**src/rtl/text_char_pkg.sv**
```systemverilog
// Shared types and constants for the text character server.
// FSM state enum, buffer geometry, blank code and "GAME OVER" string.
package text_char_pkg;

  typedef enum logic [1:0] {
    ST_IDLE,
    ST_CLEAR,
    ST_WRITE,
    ST_SHOW
  } state_e;

  localparam int         TEXT_CELLS = 256;
  localparam logic [6:0] CHAR_BLANK = 7'h20;
  localparam int         MSG_LEN    = 9;

  localparam logic [6:0] CH_G = 7'h47;
  localparam logic [6:0] CH_A = 7'h41;
  localparam logic [6:0] CH_M = 7'h4D;
  localparam logic [6:0] CH_E = 7'h45;
  localparam logic [6:0] CH_O = 7'h4F;
  localparam logic [6:0] CH_V = 7'h56;
  localparam logic [6:0] CH_R = 7'h52;

  function automatic logic [6:0] msg_char(input logic [3:0] idx);
    logic [6:0] c;
    c = CHAR_BLANK;
    case (idx)
      4'd0: c = CH_G;
      4'd1: c = CH_A;
      4'd2: c = CH_M;
      4'd3: c = CH_E;
      4'd5: c = CH_O;
      4'd6: c = CH_V;
      4'd7: c = CH_E;
      4'd8: c = CH_R;
      default: c = CHAR_BLANK;
    endcase
    return c;
  endfunction

endpackage

```
**src/rtl/text_char_server_font_rom.sv**
```systemverilog
// 8x16 glyph ROM: addr_i = {code[6:0], line[3:0]}, data_o registered (1 cycle).
// Ports: clk, rst (async high), addr_i[10:0], data_o[7:0] (MSB = leftmost pixel).
module font_rom
  import text_char_pkg::*;
(
  input  logic        clk,
  input  logic        rst,
  input  logic [10:0] addr_i,
  output logic [7:0]  data_o
);

  logic [6:0]  code;
  logic [3:0]  line;
  logic [63:0] glyph;
  logic [2:0]  row;
  logic [5:0]  base;
  logic [7:0]  data_d;
  logic [7:0]  data_q;

  assign code = addr_i[10:4];
  assign line = addr_i[3:0];

  // Glyphs occupy lines 4..11; top row is the high byte.
  always_comb begin
    glyph = '0;
    case (code)
      CH_G: glyph = 64'h3C66606E66663C00;
      CH_A: glyph = 64'h183C66667E666600;
      CH_M: glyph = 64'h63777F6B63636300;
      CH_E: glyph = 64'h7E60607C60607E00;
      CH_O: glyph = 64'h3C66666666663C00;
      CH_V: glyph = 64'h66666666663C1800;
      CH_R: glyph = 64'h7C66667C6C666300;
      default: glyph = '0;
    endcase
    row    = line[2:0] - 3'd4;
    base   = {3'd7 - row, 3'd0};
    data_d = '0;
    if (line[3:2] == 2'b01 || line[3:2] == 2'b10) begin
      data_d = glyph[base +: 8];
    end
  end

  always_ff @(posedge clk or posedge rst) begin
    if (rst) begin
      data_q <= '0;
    end else begin
      data_q <= data_d;
    end
  end

  assign data_o = data_q;

endmodule

```
**src/rtl/text_char_server.sv**
```systemverilog
// Text-mode character server: 256-cell buffer, clear/message writer FSM,
// 2-stage pixel pipeline (buffer read, font read).
// Ports: clk, rst (async high), endgame, char_xy[7:0] {row,col},
//        char_line[3:0], frame_tick, char_pixel[7:0], busy.
// Optional macro TEXT_CHAR_BLINK_EN: blink the message in SHOW via frame_tick.
module text_char_server
  import text_char_pkg::*;
#(
  parameter int MSG_ROW = 7,
  parameter int MSG_COL = 3
) (
  input  logic       clk,
  input  logic       rst,
  input  logic       endgame,
  input  logic [7:0] char_xy,
  input  logic [3:0] char_line,
  input  logic       frame_tick,
  output logic [7:0] char_pixel,
  output logic       busy
);

  localparam logic [3:0] ROW       = 4'(MSG_ROW);
  localparam logic [3:0] COL       = 4'(MSG_COL);
  localparam logic [7:0] LAST_CELL = 8'(TEXT_CELLS - 1);
  localparam logic [7:0] LAST_CHAR = 8'(MSG_LEN - 1);

  state_e     state_q, state_d;
  logic [7:0] addr_q, addr_d;
  logic       busy_q, busy_d;

  logic       we;
  logic [7:0] wa;
  logic [6:0] wd;

  logic [6:0] txt_mem [TEXT_CELLS];

  logic [6:0] code_q;
  logic [3:0] line_q;
  logic       kill1_q;
  logic       kill2_q;
  logic [7:0] glyph;
  logic       blank;

  // endgame is re-sampled at the end of each pass so the buffer
  // always converges to the current level.
  always_comb begin
    state_d = state_q;
    addr_d  = addr_q;
    we      = 1'b0;
    wa      = addr_q;
    wd      = CHAR_BLANK;
    unique case (state_q)
      ST_IDLE: begin
        if (endgame) begin
          state_d = ST_CLEAR;
          addr_d  = '0;
        end
      end
      ST_CLEAR: begin
        we     = 1'b1;
        addr_d = addr_q + 8'd1;
        if (addr_q == LAST_CELL) begin
          state_d = endgame ? ST_WRITE : ST_IDLE;
        end
      end
      ST_WRITE: begin
        we     = 1'b1;
        wa     = {ROW, COL + addr_q[3:0]};
        wd     = msg_char(addr_q[3:0]);
        addr_d = addr_q + 8'd1;
        if (addr_q == LAST_CHAR) begin
          addr_d  = '0;
          state_d = endgame ? ST_SHOW : ST_CLEAR;
        end
      end
      ST_SHOW: begin
        if (!endgame) begin
          state_d = ST_CLEAR;
          addr_d  = '0;
        end
      end
      default: begin
        state_d = ST_CLEAR;
        addr_d  = '0;
      end
    endcase
    busy_d = (state_d == ST_CLEAR) || (state_d == ST_WRITE);
  end

  always_ff @(posedge clk or posedge rst) begin
    if (rst) begin
      state_q <= ST_CLEAR;
      addr_q  <= '0;
      busy_q  <= 1'b1;
    end else begin
      state_q <= state_d;
      addr_q  <= addr_d;
      busy_q  <= busy_d;
    end
  end

  always_ff @(posedge clk) begin
    if (we) begin
      txt_mem[wa] <= wd;
    end
  end

  // Stage 1: buffer read; remember whether the read raced a rewrite.
  always_ff @(posedge clk or posedge rst) begin
    if (rst) begin
      code_q  <= '0;
      line_q  <= '0;
      kill1_q <= 1'b0;
      kill2_q <= 1'b0;
    end else begin
      code_q  <= txt_mem[char_xy];
      line_q  <= char_line;
      kill1_q <= busy_q;
      kill2_q <= kill1_q;
    end
  end

  // Stage 2: font lookup.
  font_rom u_font (
    .clk    (clk),
    .rst    (rst),
    .addr_i ({code_q, line_q}),
    .data_o (glyph)
  );

`ifdef TEXT_CHAR_BLINK_EN
  logic [5:0] frm_q;

  always_ff @(posedge clk or posedge rst) begin
    if (rst) begin
      frm_q <= '0;
    end else if (frame_tick) begin
      frm_q <= frm_q + 6'd1;
    end
  end

  assign blank = frm_q[5] && (state_q == ST_SHOW);
`else
  logic unused_frame_tick;
  assign unused_frame_tick = frame_tick;
  assign blank = 1'b0;
`endif

  assign char_pixel = (kill2_q || blank) ? 8'h00 : glyph;
  assign busy       = busy_q;

endmodule

```
**config.mk**
```make
export PLATFORM = sky130hd
export DESIGN_NAME = text_char_server
export DESIGN_NICKNAME = d
export VERILOG_FILES = /design/src/rtl/text_char_pkg.sv /design/src/rtl/text_char_server_font_rom.sv /design/src/rtl/text_char_server.sv
export SDC_FILE = /design/constraint.sdc
export NUM_CORES = 2
export LEC_CHECK = 0
export BUFFER_PORTS_ARGS = -buffer_cell sky130_fd_sc_hd__buf_2
export CORE_MARGIN = 2
export CORE_UTILIZATION = 30
export CTS_CLUSTER_SIZE = 20
export DETAILED_ROUTE_END_ITERATION = 12
export PLACE_DENSITY = 0.45
export SYNTH_ARGS = -nofsm -noshare
export SYNTH_HDL_FRONTEND = slang
export SYNTH_SLANG_ARGS = --single-unit
```
**constraint.sdc**
```tcl
create_clock -name clk -period 20.5 [get_ports clk]
set_input_delay 2.05 -clock clk [delete_from_list [all_inputs] [get_ports clk]]
set_output_delay 2.05 -clock clk [all_outputs]
set_load 0.03 [all_outputs]
```
==> results.json <==
{
  "fmax_ghz": 0.163,
  "worst_slew_pin_slew_ns": 1.17,
  "routedWlPerCell_um": 27.3,
  "setup_viol_count_final": 0,
  "netlist_top_cells_count": "1792 x edfxtp_1, 396 x mux4_2, 303 x nor2_1, 200 x mux2i_1, 132 x nand2_1",
  "gr-usage-met2_pct": 24.7,
  "min_period_ns": 6.15,
  "dp_hpwl_um": 113000,
  "final.setup.tns_ns": 0,
  "synth_top_cells_by_area": "edfxtp_1 75%, mux4_2 12%, mux2i_1 2.8%, nor2_1 1.6%, dfrtp_1 1.0%",
  "fin_area_um2": 81700,
  "antenna_found_initial": 9,
  "outcome": "finished clean",
  "cts_hold_buf": 0,
  "finalMaxSlewViolations": 0,
  "syn-num-nets": 3654,
  "drc": 0,
  "core_area_um2": 238000,
  "fillers": 22400,
  "start_kind": "input pin",
  "top_usage_layer": "met2",
  "clk_latency_ns": 0.84,
  "hold_path_class": "reg -> reg",
  "synth_top_area_share_pct": 74.7,
  "ant_nets": 0,
  "via_per_inst": 4.98,
  "yosys_warnings": 0,
  "globalRouteMet1Util_pct": 22.5,
  "firstDrtPassIters": 6,
  "ys_types": 63,
  "clock_path_buffers": 3,
  "async_reset_ff_share_pct": 1.70,
  "rr_worst_depth": 10,
  "drtIter0Drc": 3320,
  "die_h_um": 494,
  "post_cts_resized": 0,
  "synth_edf_count": 1792,
  "postPlaceCellArea_um2": 75600,
  "whs_path_depth": 0,
  "syn_to_final_growth_pct": 13.4,
  "die_w_um": 494,
  "syn_inst": 3624,
  "synth_most_common_cell": "edfxtp_1",
  "die-area_um2": 244000,
  "post_cts_buffers": 0,
  "synth-seq-cells": 1823,
  "grt-ovfl-total": 0,
  "power_density_nw_per_um2": 95.8,
  "syn_area_um2": 72000,
  "critPathCaptureType": "flip-flop",
  "htreeDepth": 4,
  "finClkSkew_ns": 0.0338,
  "portBuffers": 22,
  "grt_pass1_vias": 35900,
  "p_leak_nw": 22.3,
  "cts_made_buffers": 195,
  "start_util_pct": 30.2,
  "cts_tree": "yes",
  "finalNetCount": 3722,
  "grt_pass1_wl_um": 274000,
  "globalRouteMet3Util_pct": 2.34,
  "cts.clk_slew.worst_paths_ns": 0.06,
  "gp_congestion": 0.787,
  "root_buffer": "clkbuf_16",
  "required_ns": 21.07,
  "synth_top_area_cell": "edfxtp_1",
  "fin_crit_sh_pct": 30.0,
  "yosys_most_used_dff": "edfxtp_1",
  "ir_worst_vdd_v": 0.0000931,
  "ios": 25,
  "rows": 179,
  "finalHoldViolCount": 0,
  "routed_wl_um": 192000,
  "drv_cap": 0,
  "worst-r2r-setup-slack_ns": 15.65,
  "grt_max_degree": 119,
  "arrival_ns": 6.72,
  "via_count": 35000,
  "drive_gt1_share_pct": 20.5,
  "seq_area_frac_synth_pct": 75.8,
  "crit_type": "in -> reg",
  "max-slew-margin-rel_pct": 22.3,
  "cp_max_fo": 64,
  "grt_usage_pct": 15.6,
  "numClockSinks": 1823,
  "syn_area_per_cell_um2": 19.9,
  "rsz0062_at_grt": "no"
}
==> through the flow <==
stage,cells,power (W),hold WS (ns),setup WS (ns),utilization [%]
2_1_floorplan,3624,0.00437,0.331,6.78,-
3_3_place_gp,6662,0.00452,0.496,13.41,31.7
3_5_place_dp,6662,0.00452,0.498,13.42,31.7
4_1_cts,7015,0.00791,0.506,14.30,34.3
5_1_grt,7016,0.00807,0.511,13.96,34.3
6_report,7018,0.00783,0.494,14.35,34.3
==> where the power goes <==
part	total [W]	leakage [nW]	internal, W	switching (W)
registers	0.00408	14.2	0.00406	0.0000246
logic	0.000358	5.12	0.000103	0.000255
clock network	0.00339	2.97	0.00193	0.00145
==> cell usage in the layout, fill, tap and decap left out, drive strengths merged, types with 5 or more instances in the layout <==
cell / n
a211o: 6
a211oi: 47
a21oi: 73
a22oi: 44
a31oi: 19
a32o: 5
and2: 13
buf: 91
bufinv: 11
clkbuf: 243
clkinv: 90
clkinvlp: 7
dfrtp: 29
edfxtp: 1792
ha: 14
inv: 19
mux2: 5
mux2i: 200
mux4: 396
nand2: 132
nand2b: 10
nand3: 23
nor2: 303
nor2b: 36
nor3: 20
o211ai: 12
o21ai: 45
o221ai: 35
o22ai: 59
o32ai: 9
==> worst paths after layout <==
path / from / end
max: char_xy[0] / code_q[1]
min: busy / kill1_q
max reg2reg: state_q[0] / txt_mem[238][3]
min reg2reg: busy / kill1_q
max in group asynchronous: rst / busy
min in group asynchronous: rst / u_font.data_o[0]
==> flip-flops by register name, indices dropped and copies added (netlist names) <==
register / cells
line_q: 4
busy: 1
kill2_q: 1
u_font.data_o: 7
code_q: 7
kill1_q: 1
addr_q: 8
state_q: 2
txt_mem: 1792
==> cell type report <==
class                           count  area (um^2)  share of cell area (%)
Timing Repair Buffer               91          707                   0.865
Antenna cell                        3         7.51                 0.00919
Clock buffer                      243         5210                    6.37
Tap cell                         3167         3960                    4.85
Inverter                           17         66.3                  0.0812
Multi-Input combinational cell   1564        16300                    19.9
Sequential cell                  1823        54600                    66.8
Clock inverter                    110          871                    1.07
==> per-layer routing <==
metal / vias to the layer above / routed length (um)
li1: 15100 / -
met1: 18800 / 88400
met2: 831 / 90600
met3: 246 / 8570
met4: 2 / 4250
met5: - / 10
==> worst max-delay path: stages <==
cell	delay (ns)
buf_8	0.54
buf_4	0.66
buf_4	0.75
mux4_2	0.65
mux4_2	0.50
a22oi_1	0.34
nand2_1	0.10
nor3_1	0.63
a211oi_1	0.33
==> kinds of logic after synthesis <==
kind of cell,Yosys count,share of synthesized area [%]
other,1,0.00521
AND/OR/NAND/NOR,560,3.30
flip-flops,1823,75.8
buffers and inverters,237,1.77
adder cells (fa/ha/maj),14,0.243
AO/OA/AOI/OAI,386,3.64
XOR/XNOR,2,0.0243
multiplexers,601,15.2
No activity file was read; power rests on OpenSTA's default activity.
